$ cat src/rtl/imm_gen_pipe_pkg.sv
// Shared types and opcode constants for the RISC-V immediate generator.
package imm_pkg;

   // Immediate format class reported alongside each decoded immediate.
   typedef enum logic [2:0] {
      FMT_NONE = 3'd0,
      FMT_R    = 3'd1,
      FMT_I    = 3'd2,
      FMT_S    = 3'd3,
      FMT_B    = 3'd4,
      FMT_U    = 3'd5,
      FMT_J    = 3'd6
   } imm_fmt_t;

   localparam logic [6:0] OPC_LOAD    = 7'b0000011;
   localparam logic [6:0] OPC_OPIMM   = 7'b0010011;
   localparam logic [6:0] OPC_JALR    = 7'b1100111;
   localparam logic [6:0] OPC_STORE   = 7'b0100011;
   localparam logic [6:0] OPC_BRANCH  = 7'b1100011;
   localparam logic [6:0] OPC_LUI     = 7'b0110111;
   localparam logic [6:0] OPC_AUIPC   = 7'b0010111;
   localparam logic [6:0] OPC_JAL     = 7'b1101111;
   localparam logic [6:0] OPC_OP      = 7'b0110011;
   localparam logic [6:0] OPC_SYSTEM  = 7'b1110011;
   localparam logic [6:0] OPC_OPIMM32 = 7'b0011011;

endpackage

$ cat src/rtl/imm_gen_pipe_decode.sv
// Combinational immediate decoder: instruction word -> immediate, format class, illegal flag.
module imm_decode
   import imm_pkg::*;
#(
   parameter int XLEN     = 32,
   parameter bit SIGN_EXT = 1'b1,
   parameter bit RV64_OPS = 1'b0
)
(
   input  logic [31:0]     ir,
   output logic [XLEN-1:0] imm,
   output imm_fmt_t        fmt,
   output logic            illegal
);

   logic [6:0]  opc;
   logic        s;
   logic [31:0] field;

   assign opc = ir[6:0];
   // Fill bit for the 32-bit field; forced low in legacy zero-extend mode.
   assign s   = SIGN_EXT & ir[31];

   // Widen a 32-bit field to XLEN, replicating bit 31 only in sign-extend mode.
   function automatic logic [XLEN-1:0] widen(input logic [31:0] v);
      logic [XLEN-1:0] r;
      r       = {XLEN{SIGN_EXT & v[31]}};
      r[31:0] = v;
      return r;
   endfunction

   // Opcode-driven field selection; unknown opcodes yield a zero immediate.
   always_comb begin
      field   = '0;
      fmt     = FMT_NONE;
      illegal = 1'b0;
      case (opc)
         OPC_LOAD, OPC_OPIMM, OPC_JALR, OPC_SYSTEM: begin
            field = {{20{s}}, ir[31:20]};
            fmt   = FMT_I;
         end
         OPC_OPIMM32: begin
            if (RV64_OPS) begin
               field = {{20{s}}, ir[31:20]};
               fmt   = FMT_I;
            end else begin
               illegal = 1'b1;
            end
         end
         OPC_STORE: begin
            field = {{20{s}}, ir[31:25], ir[11:7]};
            fmt   = FMT_S;
         end
         OPC_BRANCH: begin
            if (SIGN_EXT) field = {{19{s}}, ir[31], ir[7], ir[30:25], ir[11:8], 1'b0};
            else          field = {20'b0, ir[31], ir[7], ir[30:25], ir[11:8]};
            fmt = FMT_B;
         end
         OPC_LUI, OPC_AUIPC: begin
            field = {ir[31:12], 12'b0};
            fmt   = FMT_U;
         end
         OPC_JAL: begin
            if (SIGN_EXT) field = {{11{s}}, ir[31], ir[19:12], ir[20], ir[30:21], 1'b0};
            else          field = {12'b0, ir[31], ir[19:12], ir[20], ir[30:21]};
            fmt = FMT_J;
         end
         OPC_OP: begin
            fmt = FMT_R;
         end
         default: begin
            illegal = 1'b1;
         end
      endcase
      imm = widen(field);
   end

endmodule

$ cat src/rtl/imm_gen_pipe.sv
// Decode-stage immediate generator: one-cycle decode into an output register
// backed by a one-entry skid register, plus a saturating illegal-opcode counter.
module imm_gen_pipe
   import imm_pkg::*;
#(
   parameter int XLEN      = 32,
   parameter bit SIGN_EXT  = 1'b1,
   parameter bit RV64_OPS  = 1'b0,
   parameter int ILL_CNT_W = 16
)
(
   input  logic                 clk,
   input  logic                 rst,
   input  logic                 flush,
   input  logic                 in_valid,
   output logic                 in_ready,
   input  logic [31:0]          in_ir,
   output logic                 out_valid,
   input  logic                 out_ready,
   output logic [XLEN-1:0]      out_imm,
   output imm_fmt_t             out_fmt,
   output logic [31:0]          out_ir,
   output logic                 out_illegal,
   output logic [ILL_CNT_W-1:0] ill_count
);

   if (XLEN != 32 && XLEN != 64) begin : g_bad_xlen
      $error("imm_gen_pipe: XLEN must be 32 or 64");
   end
   if (RV64_OPS && XLEN != 64) begin : g_bad_rv64
      $error("imm_gen_pipe: RV64_OPS requires XLEN=64");
   end

   logic [XLEN-1:0] dec_imm;
   imm_fmt_t        dec_fmt;
   logic            dec_ill;

   logic            skid_valid;
   logic [XLEN-1:0] skid_imm;
   imm_fmt_t        skid_fmt;
   logic [31:0]     skid_ir;
   logic            skid_ill;

   logic accept, pop;
   logic out_load_skid, out_load_new, skid_load;
   logic out_valid_next, skid_valid_next;

   imm_decode #(
      .XLEN     (XLEN),
      .SIGN_EXT (SIGN_EXT),
      .RV64_OPS (RV64_OPS)
   ) u_dec (
      .ir      (in_ir),
      .imm     (dec_imm),
      .fmt     (dec_fmt),
      .illegal (dec_ill)
   );

   // Handshake and steering: output refills from skid first, else from the new entry.
   always_comb begin
      accept          = in_valid && in_ready;
      pop             = out_valid && out_ready;
      out_load_skid   = skid_valid && pop;
      out_load_new    = accept && !skid_valid && (!out_valid || pop);
      skid_load       = accept && out_valid && !pop;
      out_valid_next  = out_load_skid || out_load_new || (out_valid && !pop);
      skid_valid_next = skid_load || (skid_valid && !pop);
   end

   // Valid bits and registered in_ready; flush empties both slots.
   always_ff @(posedge clk) begin
      if (rst || flush) begin
         out_valid  <= 1'b0;
         skid_valid <= 1'b0;
         in_ready   <= 1'b1;
      end else begin
         out_valid  <= out_valid_next;
         skid_valid <= skid_valid_next;
         in_ready   <= !skid_valid_next;
      end
   end

   // Payload registers; contents only load on a transfer so they stay stable while stalled.
   always_ff @(posedge clk) begin
      if (rst) begin
         out_imm     <= '0;
         out_fmt     <= FMT_NONE;
         out_ir      <= '0;
         out_illegal <= 1'b0;
         skid_imm    <= '0;
         skid_fmt    <= FMT_NONE;
         skid_ir     <= '0;
         skid_ill    <= 1'b0;
      end else begin
         if (out_load_skid) begin
            out_imm     <= skid_imm;
            out_fmt     <= skid_fmt;
            out_ir      <= skid_ir;
            out_illegal <= skid_ill;
         end else if (out_load_new) begin
            out_imm     <= dec_imm;
            out_fmt     <= dec_fmt;
            out_ir      <= in_ir;
            out_illegal <= dec_ill;
         end
         if (skid_load) begin
            skid_imm <= dec_imm;
            skid_fmt <= dec_fmt;
            skid_ir  <= in_ir;
            skid_ill <= dec_ill;
         end
      end
   end

   // Count accepted illegal instructions, holding at all-ones; a flushed input is not counted.
   always_ff @(posedge clk) begin
      if (rst) begin
         ill_count <= '0;
      end else if (accept && dec_ill && !flush && (ill_count != {ILL_CNT_W{1'b1}})) begin
         ill_count <= ill_count + ILL_CNT_W'(1);
      end
   end

endmodule

$ cat config.mk
export PLATFORM = sky130hd
export DESIGN_NAME = imm_gen_pipe
export DESIGN_NICKNAME = d
export VERILOG_FILES = /design/src/rtl/imm_gen_pipe_pkg.sv /design/src/rtl/imm_gen_pipe_decode.sv /design/src/rtl/imm_gen_pipe.sv
export SDC_FILE = /design/constraint.sdc
export NUM_CORES = 1
export LEC_CHECK = 0
export BUFFER_PORTS_ARGS = -buffer_cell sky130_fd_sc_hd__buf_4
export CAP_MARGIN = 20
export CORE_MARGIN = 3
export CORE_UTILIZATION = 56
export DETAILED_ROUTE_END_ITERATION = 8
export PLACE_DENSITY = 0.89
export SYNTH_ARGS = -nofsm -noshare
export SYNTH_HDL_FRONTEND = slang
export SYNTH_HIERARCHICAL = 1
export SYNTH_SLANG_ARGS = --single-unit
$ cat constraint.sdc
create_clock -name clk -period 3.11 [get_ports clk]
set_clock_uncertainty 0.2 [all_clocks]
set_input_delay 0.4665 -clock clk [delete_from_list [all_inputs] [get_ports clk]]
set_output_delay 0.4665 -clock clk [all_outputs]
set_load 0.02 [all_outputs]
==> run metrics <==
Syn Area/Cell=8.58 sq um; CP Capture Type=flip-flop; Req. time, crit path=3.26 ns; largest net degree at the start of global routing=98; critical path class=input pin to flip-flop; Post-DP Area=0.00782 sq mm; Post-synth EDFFs=0; post-synthesis cell area=0.00686 sq mm; Pins Over Slew Limit=0; synthesis-stage register bit count=155; CTS Buf Count=17; Pwr Density=557 mW/mm^2; Final Critical Period=2.28 ns; clk slew on worst S/H paths=0.06 ns; Worst VDD drop=0.000370 V; ANT cells=0; max_cap viols=0; status=complete, no violations; die area=0.0136 sq mm; core area=0.0117 sq mm; routability congestion estimate=0.894; multi-input logic area=0.00346 sq mm; Slew @ Worst Pin=0.711 ns; synth unique cells=55; Clock Latency Late Sink=0.42 ns; Total Negative Setup Slacks=0 ns; hold slack=0.0662 ns; vias per cell=5.84; Total GRT Usage=0.249; FF/Latch Area=0.00310 sq mm; routed len/inst=16.5 um; share of post-route cells with drive strength above 1=0.197; syn_nets=837; H-tree levels=4; final antenna-violating net count=0; reg2reg end=ill_count[15]; Startpoint Class=input pin; DRT Pass-1 Iters=5; grt ovf=0; Hold-fix buffers, CTS=0; DR iter-0 viols=543; Filler cells=908; via count=6105; Crit Path Max Fanout=15; setup ws final=0.826 ns; postcts setup bufs=0; TritonCTS clock tree=yes; post-route cell area=0.00840 sq mm; fin nets=928; PortBufs=122; Max transition margin=0.526; Placement Setup Slack=0.431 ns; initial antenna violation count=0; prevailing post-synth register cell=dfxtp_1; RSZ-0062 raised after global routing=no; Die Y=117 um; arrival time at the worst endpoint=2.43 ns; post_cts resized=0; Initial Util=0.586; count of final hold-check violations=0; Hold Path Sink=skid_valid; Synth async-reset ratio=0; RR Startpoint=in_ready; r2r setup slk=1.05 ns; drt drc=0; Hold Path Depth=2; Area Growth Syn to Fin=22.5%; number of global-route vias before repair=5479; Pleak=0.00381 uW; Post-DP HPWL=11.4 mm; YS warnings=6; FF-to-FF path depth=4; Top Ports=123; CTS max path bufs=2; FP Rows=39; worst hold path type=input pin to flip-flop; hold path start=flush; final setup violation count=0; Max Clk Rate=438 MHz; Clock Root Buffer=clkbuf_16; Post-Synthesis Cells=799; Die X=117 um; sequential cell area fraction in the yosys report=0.452; Crit. Startpoint=in_ir[2]; Layout Utilization=0.718; first-pass GRT wire length=26.8 mm; Clock Sinks=155; drt total wl=17.2 mm; fin crit share=0.734
-- worst max-delay path by stage --
stage | slack [ns] | cells after the start | end
floorplan | 0.75 | 10 | ill_count[15]
global placement | 0.48 | 9 | ill_count[15]
detailed placement | 0.43 | 9 | ill_count[15]
CTS | 0.87 | 9 | ill_count[14]
global route | 0.65 | 9 | ill_count[6]
finish | 0.83 | 9 | ill_count[15]
-- critical path, cell delays in order --
cell and delay (ns):
buf_4 0.16, nor2b_1 0.17, a21oi_1 0.15, o32ai_1 0.09, nand2_1 0.11, and4b_1 0.47
nand3_4 0.16, or4_1 0.49, a21oi_1 0.15
-- where the power goes --
part / internal (uW) / total (uW) / switching [uW]
clock network: 1290 / 2070 / 776
logic: 202 / 511 / 309
registers: 2060 / 2100 / 43.3
-- cell usage after synthesis, drive strengths merged (4+ instances only) --
cell type  number  area share
nor2           80       0.044
and4            5      0.0066
nor3            5      0.0044
buf            31       0.026
inv             6      0.0033
o21ai           8      0.0058
nand3          11      0.0099
nor2b           9      0.0086
a21o           20       0.022
clkbuf         32       0.018
o31ai           7      0.0077
dfxtp         155        0.45
nand4           7      0.0082
or3             7      0.0064
nand2         147       0.080
a211oi         69       0.076
or4             4      0.0044
a21oi          87       0.064
a22o            4      0.0051
mux2i          69        0.10
-- cell usage in the layout, fill, tap and decap left out, types with 17 or more instances in the layout --
master | synthesis | final
buf_4 | 5 | 132
a21oi_1 | 86 | 85
clkbuf_16 | 0 | 17
nand2_1 | 147 | 147
mux2i_1 | 69 | 69
a21o_1 | 20 | 20
a211oi_1 | 69 | 69
nor2_1 | 80 | 80
dfxtp_1 | 155 | 155
-- layer usage --
metal | share of wire | global-route usage | wire length [um] | vias to the layer above
met5 | 0 | 0 | 0 | -
met4 | 0.014 | 0.0780 | 249 | 0
met3 | 0.060 | 0.0539 | 1040 | 18
met2 | 0.47 | 0.407 | 8160 | 192
met1 | 0.45 | 0.331 | 7760 | 2889
li1 | - | - | - | 3006
-- cells by family after synthesis --
logic type               count (synthesis)  share of synthesized area
buffers and inverters                   69                     0.0471
multiplexers                            71                      0.105
AO/OA/AOI/OAI                          209                      0.199
flip-flops                             155                      0.452
XOR/XNOR                                 3                    0.00383
AND/OR/NAND/NOR                        291                      0.192
adder cells (fa/ha/maj)                  1                    0.00182
-- stage by stage --
stage / instances / power [uW]
floorplan: 799 / 2440
global placement: 1014 / 2640
detailed placement: 1014 / 2650
CTS: 1045 / 4700
global route: 1045 / 4840
finish: 1045 / 4690
-- area by class of cell --
| type | instances | share of cell area |
|---|---|---|
| Inverter | 6 | 0.00268 |
| Sequential cell | 155 | 0.369 |
| Tap cell | 143 | 0.0213 |
| Clock inverter | 8 | 0.0140 |
| Clock buffer | 23 | 0.0557 |
| Timing Repair Buffer | 135 | 0.125 |
| Multi-Input combinational cell | 575 | 0.412 |
-- state kept, by name, indices dropped and copies added, names as in the netlist --
register,count
skid_ill,1
skid_ir,32
skid_fmt,3
out_valid,1
out_imm,32
out_ir,32
out_fmt,3
ill_count,16
skid_valid,1
out_illegal,1
skid_imm,32
in_ready,1
(Power assumes the default switching activity.)
